==> src/rtl/demod_ctrl.sv <==
// Sequencer between paired real/imag FWFT sample FIFOs, a demod core and an output FIFO.
// Optional macro DEMOD_CTRL_COUNT_EN enables the sample_count output counter.
module demod_ctrl #(
    parameter int DATA_SIZE = 32
) (
    input  logic                 clk,
    input  logic                 reset,
    input  logic [DATA_SIZE-1:0] real_dout,
    input  logic                 real_empty,
    output logic                 real_rd_en,
    input  logic [DATA_SIZE-1:0] imag_dout,
    input  logic                 imag_empty,
    output logic                 imag_rd_en,
    output logic                 core_start,
    output logic [DATA_SIZE-1:0] core_cur_real,
    output logic [DATA_SIZE-1:0] core_cur_imag,
    output logic [DATA_SIZE-1:0] core_prev_real,
    output logic [DATA_SIZE-1:0] core_prev_imag,
    input  logic                 core_done,
    input  logic [DATA_SIZE-1:0] core_result,
    output logic [DATA_SIZE-1:0] out_din,
    output logic                 out_wr_en,
    input  logic                 out_full,
    output logic [31:0]          sample_count
);

    typedef enum logic [1:0] {IDLE, ISSUE, WAIT, WRITE} state_t;

    state_t               state, state_nxt;
    logic                 pop, start, capture, write;
    logic                 rd_en_q, start_q, wr_en_q;
    logic [DATA_SIZE-1:0] cur_real, cur_imag, prev_real, prev_imag;
    logic [DATA_SIZE-1:0] result_q, out_din_q;

    always_comb begin
        state_nxt = state;
        pop       = 1'b0;
        start     = 1'b0;
        capture   = 1'b0;
        write     = 1'b0;
        case (state)
            IDLE: begin
                // Both FIFOs must hold a sample; pairs are never split.
                if (!real_empty && !imag_empty) begin
                    pop       = 1'b1;
                    state_nxt = ISSUE;
                end
            end
            ISSUE: begin
                start     = 1'b1;
                state_nxt = WAIT;
            end
            WAIT: begin
                if (core_done) begin
                    capture   = 1'b1;
                    state_nxt = WRITE;
                end
            end
            WRITE: begin
                if (!out_full) begin
                    write     = 1'b1;
                    state_nxt = IDLE;
                end
            end
            default: state_nxt = IDLE;
        endcase
    end

    always_ff @(posedge clk or negedge reset) begin
        if (!reset) begin
            state     <= IDLE;
            rd_en_q   <= 1'b0;
            start_q   <= 1'b0;
            wr_en_q   <= 1'b0;
            cur_real  <= '0;
            cur_imag  <= '0;
            prev_real <= '0;
            prev_imag <= '0;
            result_q  <= '0;
            out_din_q <= '0;
        end else begin
            state   <= state_nxt;
            rd_en_q <= pop;
            start_q <= start;
            wr_en_q <= write;
            // FWFT heads are valid in the decision cycle, so latch them there.
            if (pop) begin
                cur_real <= real_dout;
                cur_imag <= imag_dout;
            end
            if (capture)
                result_q <= core_result;
            if (write) begin
                out_din_q <= result_q;
                prev_real <= cur_real;
                prev_imag <= cur_imag;
            end
        end
    end

    assign real_rd_en     = rd_en_q;
    assign imag_rd_en     = rd_en_q;
    assign core_start     = start_q;
    assign core_cur_real  = cur_real;
    assign core_cur_imag  = cur_imag;
    assign core_prev_real = prev_real;
    assign core_prev_imag = prev_imag;
    assign out_din        = out_din_q;
    assign out_wr_en      = wr_en_q;

`ifdef DEMOD_CTRL_COUNT_EN
    logic [31:0] count_q;

    // Counts with the write decision so the value moves together with the strobe.
    always_ff @(posedge clk or negedge reset) begin
        if (!reset)
            count_q <= '0;
        else if (write)
            count_q <= count_q + 32'd1;
    end

    assign sample_count = count_q;
`else
    assign sample_count = '0;
`endif

endmodule

==> config.mk <==
export PLATFORM = sky130hd
export DESIGN_NAME = demod_ctrl
export DESIGN_NICKNAME = d
export VERILOG_FILES = /design/src/rtl/demod_ctrl.sv
export SDC_FILE = /design/constraint.sdc
export NUM_CORES = 1
export LEC_CHECK = 0
export BUFFER_PORTS_ARGS = -buffer_cell sky130_fd_sc_hd__buf_2
export CORE_ASPECT_RATIO = 0.75
export CORE_MARGIN = 1
export CORE_UTILIZATION = 53
export CTS_CLUSTER_SIZE = 24
export DETAILED_ROUTE_END_ITERATION = 7
export PLACE_DENSITY_LB_ADDON = 0.15
export SYNTH_ARGS = -nofsm -noshare
export SYNTH_HDL_FRONTEND = slang
export SYNTH_SLANG_ARGS = --single-unit
==> constraint.sdc <==
create_clock -name clk -period 3.7 [get_ports clk]
set_input_delay 0.185 -clock clk [delete_from_list [all_inputs] [get_ports clk]]
set_output_delay 0.185 -clock clk [all_outputs]
set_load 0.02 [all_outputs]
# Yosys cells after proc, flatten, opt, wreduce, memory -nomap -nowiden

Index checks and enable logic that the tools add are counted.

Bits in registers: 197
Latch bits: 0
Bits in writable memories: 0
Bits in read-only memories: 0
Input bits: 102
Output and inout port bits: 196
Logic and storage cells: 32
Memories: 0

Add/sub/neg operators: 0
Multipliers: 0
Divide/modulo/power cells: 0
$lt $le $gt $ge: 0
Equal/unequal tests: 6
Shifts and indexed selects: 0
Mux-type cells: 11
Bitwise gates (word level): 0
Reduce and logical (&&, ||, !) cells: 5

Operators with widths:

| kind                                           | count |
|---|---|
| case mux 2 bit (4 select lines)                | 1 |
| two-way mux 1 bit                              | 7 |
| two-way mux 2 bit                              | 3 |
| != test 2 bit (second input constant)          | 3 |
| == test 2 bit (second input constant)          | 2 |
| AND reduction 3 bit                            | 1 |
| == test 2 x 1 -> 1 bit (second input constant) | 1 |
| logical NOT 1 bit                              | 2 |
| logical NOT 2 bit                              | 1 |
| logical AND 1 bit                              | 1 |

# Logic depth before layout (Yosys ltp)

Gate-level depths: netlist of the first run.

Depth after elaboration: 4
Mapped depth: 8
Mapped depth without buffers: 5

# Worst setup path after synthesis of the first run

OpenSTA, ideal clock, no wires.

Path kind: reg-to-reg
From: register state[0]
To: register cur_imag[0] (netlist: core_cur_imag[0])
Setup time: 0.125 ns
Data arrival time: 1.459 ns
Data required time: 3.575 ns
Setup slack: 2.116 ns
Cell stages (with the launch flop): 7
Path buffers: 2
Period minus slack after synthesis: 1.584 ns
Cell sequence: dfrtp_1 inv_1 ha_1 nor3b_2 buf_6 buf_12 mux2_4

Cells in the longest elaborated chain, start to end: 2

RTL lines:

| what                   | line | source |
|---|---|---|
| start, declared        | 29   | `state_t state, state_nxt;` |
| start signal, assigned | 82   | `state <= state_nxt;` |
| logical NOT 2 bit      | 41   | `case (state)` |
| two-way mux 1 bit      | 41   |  |
| end signal, assigned   | 89   | `cur_imag <= imag_dout;` |
| end, declared          | 32   | `logic [DATA_SIZE-1:0] cur_real, cur_imag, prev_real, prev_imag;` |

No other way between the ends.
A chain may end at the register's enable or synchronous reset.

# Worst setup path after layout of the first run

From: register state[0]
To: register cur_real[28] (netlist: core_cur_real[28])

Cells in the longest elaborated chain, start to end: 2

RTL lines:

| what                 | line | source |
|---|---|---|
| logical NOT 2 bit    | 41   |  |
| two-way mux 1 bit    | 41   |  |
| end signal, assigned | 88   | `cur_real <= real_dout;` |
| end, declared        | 32   |  |

No other way between the ends.

==> key figures, run 1 <==
Synth
  – EDFF count, synth: 0
  – Yosys warns: 0
  – Main synth FF type: dfrtp_1
  – Area contributors post-synth: dfrtp_1, nand2_1, mux2_4
  – Fraction of registers with async set/reset: 100%
  – Library cells used by synthesis: 19
  – Yosys top cell area share: 62.4%
  – Commonest cells post-synth: nand2_1, dfrtp_1, mux2_4
  – Flip-flop and latch count after synthesis: 197
  – Average size of a mapped cell: 11.9 µm²
  – Synth area leader: dfrtp_1
  – Count leader, synth: nand2_1
  – Cell area after synthesis: 7900 µm²
  – Fraction of the yosys area taken by sequential cells: about 62%
  – Cells after synthesis: 663

Setup path
  – CP Capture Type: flip-flop
  – Startpoint type of the worst setup path: flip-flop
  – Reg2reg setup slack: between 1.5 and 2 ns
  – CP startpoint: state[0]
  – Critical path depth in cells: 5
  – Cells on worst reg2reg path: 5
  – Crit-path max cell delay: 0.58 ns
  – Req. time, crit path: 4.01 ns
  – Worst-path cell with the longest stage delay: buf_4
  – Critical Path End: core_cur_real[28]
  – Worst path buffer plus inverter count: 2
  – Crit Reg-Reg Endpoint: core_cur_real[28]
  – CP cell instances: inv_1, ha_1, nor3b_4, buf_4, mux2_2
  – CP Data Arrival Time: 2.40 ns
  – Crit path max fanout: 41
  – Cell family with most CP delay: buffers and inverters
  – Crit Path Category: reg2reg
  – Reg2reg start: state[0]

CTS
  – # hold bufs at CTS: 90
  – CTS root buf: clkbuf_16
  – Post-CTS Setup Repair Bufs: 0
  – CTS clk-pin slew, worst paths: 0.07 ns
  – Post-cts sizing count: 0
  – Maximum clock insertion buffer count: 2
  – Inserted Clock Buffers: 17
  – CTS sink cnt: 197
  – Clk_lat worst skew: 0.43 ns
  – # H-tree levels: 4
  – CTS tree: yes

STA
  – Final setup TNS: 0 ns
  – Final Cycle Share: around 56%
  – Max transition margin: around 29%
  – Final Hold Viols: 0
  – Tightest Pin Transition: 1.07 ns
  – Max Freq: roughly 0.48 GHz
  – Slew Limit Fails: 0
  – Final Skew: 0.00675 ns
  – Worst Slack Setup Final: ~1.6 ns
  – Fin crit period: 2.08 ns
  – Unrepaired setup endpoints after global routing: false
  – Setup violators final: 0

Global routing
  – Total grt overflow: 0
  – Vias in the first global route: 6154
  – Antenna violations before repair: 0
  – First-pass GRT wire length: just over 30 mm
  – Largest net degree at the start of global routing: between 100 and 150
  – Global-route usage over all layers: 26.7%

Power
  – PD cells: between 800 and 900 nW/µm²
  – Design Power: 9530 µW
  – Maximum vdd drop: 0.000577 V
  – LEAKAGE: between 0.005 and 0.006 µW

Outcome
  – Outcome: finished clean

Layout
  – Layout filler cell count: 989
  – Area Overhead vs Synth: 35.5%
  – Layout cells sized above 1: 39.4%
  – Antenna cell count: 0
  – Nets: 1122
  – Utilization after layout: 73.8%

Routing
  – Initial DRC Count: 297
  – Final ANT Viol Nets: 0
  – Via total after detailed routing: 5934
  – Pre-antenna DRT Iters: 4
  – Final WL: 19.6 mm
  – Wire per inst: 15.9 µm
  – Avg Vias per Cell: 4.83
  – DRC viols: 0

Floorplanning
  – Die Width: 143 µm
  – Die Span Y: ~110 µm
  – Top Ports: 298
  – Std cell rows: 38
  – Initial Utilization: 54.5%
  – Core area: 14500 µm²
  – Die area: 15400 µm²

Placement
  – GPL Wtd Cong: 0.787
  – Post-place setup slack: 1.65 ns
  – DPL Wire Length: between 10 and 15 mm
  – IO Port Bufs: ~270

Hold path
  – Min-Delay Path Class: in2reg

Flow run
  – Max-cap viol count: 0
## where the power goes
group,leakage (µW),switching [µW],internal [µW],total [µW]
sequential,0.00243,672,3170,3840
combinational,0.00309,2300,1580,3880
clock,0.000272,861,948,1810
total,0.00579,3830,5700,9530
## cell usage in the layout, fill, tap and decap left out, types with 3 or more instances in the layout
master,count
buf_2,264
buf_4,8
clkbuf_16,17
clkinvlp_4,4
conb_1,32
dfrtp_1,197
dlygate4sd3_1,94
ha_1,4
inv_6,3
inv_8,3
mux2_2,48
mux2_4,49
nand2_1,290
## cell families (layout without fill, tap and decap cells)
logic type	Yosys count	after routing	share of synthesized area, %
fa+ha+maj	4	4	0.634
mux	97	97	16.2
buf+inv	67	402	6.32
other cells	1	32	0.0475
flops	197	197	62.4
compound gates	2	2	0.174
simple gates	295	295	14.2
## final cells by class
cell class                 instances  area [µm²]  area share (%)
clock buffer                      17         425            3.98
clock inverter                    15         148            1.38
inverter                           3        11.3           0.105
multi-input combinational        430        2600            24.3
sequential                       197        4930            46.1
tap                              200         250            2.34
timing repair buffer             367        2340            21.8
## how the worst min path moves through the flow
stage | to | cells after the start | start
after detailed placement | core_cur_real[18] | 2 | real_dout[18]
after global routing | core_cur_real[19] | 2 | real_dout[19]
final | core_cur_real[19] | 2 | real_dout[19]
after floorplan | core_cur_imag[0] | 0 | reset
after CTS | core_cur_real[16] | 2 | real_dout[16]
after global placement | core_cur_imag[2] | 1 | reset
## state kept, by name, summed over array words and instances, names as in the netlist
register and cells:
core_prev_real 32, out_din 32, result_q 32, core_prev_imag 32
out_wr_en 1, core_cur_real 32, core_start 1, state 2
core_cur_imag 32, imag_rd_en 1
## worst reg2reg max path, cell delays in order (launching register included)
cell and delay, ns:
dfrtp_1 0.43, inv_1 0.12, ha_1 0.20, nor3b_4 0.20, buf_4 0.58, mux2_2 0.46
## through the flow
step,cells,hold WS (ns),instance area (µm²)
2_1_floorplan,694,-0.111,8010
3_3_place_gp,1103,0.410,9180
3_5_place_dp,1103,0.419,9180
4_1_cts,1225,0.000376,10700
5_1_grt,1229,0.000895,10700
6_report,1229,0.0176,10700
## routing by layer
| layer | GRT usage, % | vias to the layer above | wire length [µm] |
|---|---|---|---|
| li1 | - | 2739 | - |
| met3 | 9.07 | 43 | 1380 |
| met5 | 0 | - | 0 |
| met2 | 45.1 | 222 | 9870 |
| met1 | 31.3 | 2930 | 7770 |
| met4 | 10.9 | 0 | 549 |
(Power assumes the default switching activity.)
==> run 2: changes to the inputs <==
Settings changed: CORE_UTILIZATION 53 to 49.
Clock period 3.7 ns to 2.1 ns, I/O delays scaled along.
==> run 2 against run 1 <==
Against the previous run: non-clock buffer count up 9; worst setup slack worse by 1.4 ns; critical path depth unchanged; clock skew increased by 0.0019 ns; power grew 77%; clock-buffer cell count increased by 3; sequential power increased by 74%; core utilization down 3.5 points; largest cell class unchanged; highest routed layer unchanged.
==> key figures, run 2 (synthesis gave the netlist of run 1 again) <==
Layout
  – Layout filler cell count: between 1000 and 1500
  – Antenna cell count: 0
  – Nets: 1131
  – Area occupied by multi-input gates: approximately 2600 µm²
  – Commonest non-fill, non-tap cell in the layout: nand2_1
  – Commonest non-fill, non-tap cells in the layout: nand2_1, buf_2, dfrtp_1
  – Area Overhead vs Synth: 37.7%
  – Layout cells sized above 1: about two fifths
  – Final Cell Area: 10900 µm²
  – Register area: 4930 µm²
  – Utilization after layout: 70.3%

Floorplanning
  – Die Span Y: between 100 and 150 µm
  – Top Ports: 298
  – Core area: 15500 µm²
  – Std cell rows: 39
  – Die Width: approximately 150 µm
  – Die area: 16600 µm²
  – Initial Utilization: around half

Setup path
  – Crit Path Category: reg2reg
  – Startpoint type of the worst setup path: flip-flop
  – Req. time, crit path: 2.40 ns
  – Crit path max fanout: between 50 and 60
  – Cells on worst reg2reg path: 5
  – CP Capture Type: flip-flop
  – CP Data Arrival Time: 2.18 ns

Routing
  – Wire per inst: 15.3 µm
  – Initial DRC Count: 185
  – Pre-antenna DRT Iters: 4
  – Avg Vias per Cell: between 4 and 5
  – Via total after detailed routing: 5758
  – Final WL: ~19 mm
  – Final ANT Viol Nets: 0
  – DRC viols: 0

Global routing
  – First-pass GRT wire length: 30.9 mm
  – Global-route usage over all layers: 24.2%
  – Largest net degree at the start of global routing: 97
  – Vias in the first global route: just over 6000
  – Antenna violations before repair: 0
  – Total grt overflow: 0

STA
  – Max transition margin: 58.7%
  – Final Skew: 0.00867 ns
  – Final Cycle Share: roughly nine tenths
  – Final Hold Viols: 0
  – Max Freq: 0.533 GHz
  – Slew Limit Fails: 0
  – Unrepaired setup endpoints after global routing: false
  – Fin crit period: 1.88 ns
  – Final setup TNS: 0 ns
  – Tightest Pin Transition: 0.620 ns
  – Setup violators final: 0

Placement
  – DPL Wire Length: 11.9 mm
  – Placed Area: 9290 µm²
  – GPL Wtd Cong: about 0.78
  – IO Port Bufs: 265

Power
  – LEAKAGE: just under 0.006 µW
  – PD cells: 1550 nW/µm²
  – Maximum vdd drop: 0.000933 V

CTS
  – CTS tree: yes
  – CTS sink cnt: 197
  – CTS root buf: clkbuf_16
  – Maximum clock insertion buffer count: 2
  – # H-tree levels: 4
  – CTS clk-pin slew, worst paths: 0.06 ns
  – Post-CTS Setup Repair Bufs: 0
  – Clk_lat worst skew: 0.42 ns
  – Post-cts sizing count: 0
  – Inserted Clock Buffers: 17

Hold path
  – Hold Path Stages: 3
  – Min-Delay Path Class: in2reg

Outcome
  – Outcome: finished clean

Flow run
  – Max-cap viol count: 0
run 2: path summary, 6_finish.rpt:
path / startpoint / to / slack [ns]
max: state[0] / core_cur_real[25] / 0.22
min: core_done / result_q[1] / 0.17
max reg2reg: state[0] / core_cur_real[25] / 0.22
min reg2reg: result_q[24] / out_din[24] / 0.45
max in group asynchronous: reset / result_q[20] / 1.14
min in group asynchronous: reset / imag_rd_en / 0.25
run 2: power by group:
group / switching (µW) / total, µW / internal [µW]
Combinational: 3990 / 6840 / 2850
Sequential: 1110 / 6690 / 5590
Clock: 1400 / 3310 / 1910
run 2: critical path, stage by stage (launching register included):
cell and delay, ns:
dfrtp_1 0.41, inv_1 0.09, ha_1 0.19, nor3b_4 0.25
buf_12 0.39, mux2_2 0.39
run 2: per-stage QoR:
step | hold slack (ns) | power [µW] | instances | worst slack [ns]
3_3_place_gp | 0.151 | 13300 | 1113 | 0.281
2_1_floorplan | -0.191 | 11100 | 694 | 0.516
3_5_place_dp | 0.153 | 13500 | 1113 | 0.230
4_1_cts | 0.157 | 17000 | 1243 | 0.218
6_report | 0.167 | 16800 | 1243 | 0.223
5_1_grt | 0.186 | 17900 | 1243 | 0.128
run 2: layout make-up:
class,count,area share [%]
clock buffers,20,4.11
well taps,205,2.36
multi-input cells,430,23.9
repair buffers,376,22.8
flip-flops and latches,197,45.3
clock inverters,12,1.40
inverters,3,0.115
run 2: layer usage:
| metal | part of all wire, % | wire [µm] | GRT usage, % | vias to the layer above |
|---|---|---|---|---|
| li1 | - | - | - | 2762 |
| met1 | 43 | 8220 | 31.2 | 2767 |
| met2 | 48 | 9190 | 39.7 | 205 |
| met3 | 6.3 | 1190 | 6.48 | 24 |
| met4 | 1.9 | 367 | 7.63 | 0 |
| met5 | 0 | 0 | 0 | - |
run 2: what timing repair did:
item                                   CTS  global route
hold buffers                            98             0
endpoints found under the hold margin  163             0
setup endpoints to repair                0             0
==> run 3: changes to the inputs <==
Settings changed: CORE_ASPECT_RATIO 0.75 to not set, CORE_MARGIN 1 to not set.
==> run 3 against run 2 <==
Against the previous run: sequential cell count unchanged; power up 0.56%; largest cell class unchanged; worst hold slack better by 0.0046 ns; wire length down 2.2%; clock skew down 0.00088 ns; via count up 0.31%.
==> key figures, run 3 (synthesis gave the netlist of run 1 again) <==
Outcome
  – Outcome: finished clean

Setup path
  – Cells on worst reg2reg path: 5
  – Cell family with most CP delay: buffers and inverters
  – Crit-path max cell delay: 0.41 ns
  – CP Capture Type: flip-flop
  – Reg2reg start: state[0]
  – Crit path max fanout: 45
  – CP Data Arrival Time: between 2 and 2.5 ns
  – Worst path buffer plus inverter count: 2
  – Crit Path Category: reg2reg
  – CP cell instances: inv_1, ha_1, nor3b_4, buf_12, mux2_2
  – Crit Reg-Reg Endpoint: core_cur_real[22]
  – Startpoint type of the worst setup path: flip-flop
  – CP startpoint: state[0]
  – Worst-path cell with the longest stage delay: dfrtp_1
  – Reg2reg setup slack: approximately 0.26 ns
  – Req. time, crit path: 2.41 ns

Layout
  – Register area: 4930 µm²
  – Area Overhead vs Synth: 38.2%
  – Commonest non-fill, non-tap cell in the layout: nand2_1
  – Utilization after layout: 69.0%
  – Commonest non-fill, non-tap cells in the layout: nand2_1, buf_2, dfrtp_1
  – Nets: 1132
  – Antenna cell count: 0
  – Area occupied by multi-input gates: between 2000 and 3000 µm²
  – Layout cells sized above 1: 39.5%
  – Layout filler cell count: 1173

Routing
  – Wire per inst: 14.8 µm
  – Met1 Routed Length: 7.80 mm
  – DRC viols: 0
  – Avg Vias per Cell: 4.60
  – Initial DRC Count: 344
  – Pre-antenna DRT Iters: 4
  – Final WL: 18.6 mm
  – Via total after detailed routing: between 5000 and 6000
  – Top Metal Used: met4
  – DR WL met2: 9.03 mm
  – Final ANT Viol Nets: 0
  – Met3 wire len: 1.23 mm

Power
  – Internal Power: 10500 µW
  – Part of the power in registers: 39.3%
  – Clk pwr share: 20.4%
  – Maximum vdd drop: about 0.0008 V
  – Logic pwr share: 40.3%
  – LEAKAGE: 0.00588 µW
  – PD cells: around 1600 nW/µm²
  – Sw frac: a little under two fifths
  – Sw power: 6440 µW

Global routing
  – Global-route usage over all layers: 23.3%
  – Vias in the first global route: around 5900
  – First-pass GRT wire length: 29.7 mm
  – Antenna violations before repair: 1
  – Total grt overflow: 0
  – Largest net degree at the start of global routing: 63

Floorplanning
  – Core area: 15800 µm²
  – Die Span Y: 129 µm
  – Initial Utilization: roughly half
  – Std cell rows: 46
  – Die area: ~17000 µm²
  – Die Width: 129 µm
  – Top Ports: 298

CTS
  – CTS root buf: clkbuf_16
  – CTS sink cnt: 197
  – Maximum clock insertion buffer count: 2
  – Inserted Clock Buffers: 17
  – # H-tree levels: 4
  – CTS tree: yes
  – CTS clk-pin slew, worst paths: 0.07 ns
  – Clk_lat worst skew: 0.42 ns

STA
  – Max transition margin: about two thirds
  – Slew Limit Fails: 0
  – Unrepaired setup endpoints after global routing: false
  – Max Freq: 0.542 GHz
  – Final setup TNS: 0 ns
  – Final Cycle Share: between 80 and 90%
  – Final Skew: 0.00779 ns
  – Final Hold Viols: 0
  – Tightest Pin Transition: ~0.52 ns
  – Setup violators final: 0
  – Fin crit period: 1.84 ns

Hold path
  – Hold Path Origin: imag_empty
  – Hold EP: imag_rd_en
  – Min-Delay Path Class: in2reg
  – Hold Path Stages: 3

Flow run
  – Max-cap viol count: 0

Placement
  – DPL Wire Length: between 10 and 15 mm
  – IO Port Bufs: 265
  – GPL Wtd Cong: 0.766
==> run 3: repair_timing <==
action,in CTS,in global routing
setup buffers,0,0
gates resized for setup,0,0
hold endpoints to repair,154,0
hold buffers,98,0
==> run 3: final cells by class <==
type	instances	area share, %
timing repair buffer	377	22.6
sequential	197	45.2
inverter	3	0.115
multi-input combinational	430	23.8
clock inverter	12	1.62
tap	216	2.48
clock buffer	20	4.18
==> run 3: worst max path at each step <==
stage / endpoint / cells after the start
floorplan: core_cur_imag[0] / 6
global placement: core_cur_real[20] / 5
detailed placement: core_cur_real[22] / 5
CTS: core_cur_real[22] / 5
global route: core_cur_real[22] / 5
finish: core_cur_real[22] / 5
==> run 3: worst register-to-register path, stage by stage (launching register included) <==
cell and delay, ns:
dfrtp_1 0.41, inv_1 0.09, ha_1 0.18, nor3b_4 0.30, buf_12 0.34, mux2_2 0.40
==> run 3: metal layers <==
layer / vias to the layer above / track usage (%)
met2: 216 / 38.8
met4: 0 / 10.9
met5: - / 0
met3: 34 / 6.78
met1: 2765 / 27.9
li1: 2761 / -
==> run 3: through the flow <==
stage	setup WS [ns]	area (µm²)	hold slack, ns	instances	power [µW]
finish	0.256	10900	0.172	1255	16900
global route	0.155	10900	0.168	1255	18000
CTS	0.244	10900	0.149	1255	17100
detailed placement	0.243	9300	0.121	1125	13400
global placement	0.290	9300	0.123	1125	13300
floorplan	0.516	8010	-0.191	694	11100
==> run 3: power by group through the flow <==
stage	registers (µW)	logic [µW]	clock network, µW
floorplan	8370	2750	0
detailed placement	6700	6730	0
CTS	6650	6880	3550
finish	6660	6830	3450
global route	6900	7400	3680
global placement	6680	6590	0
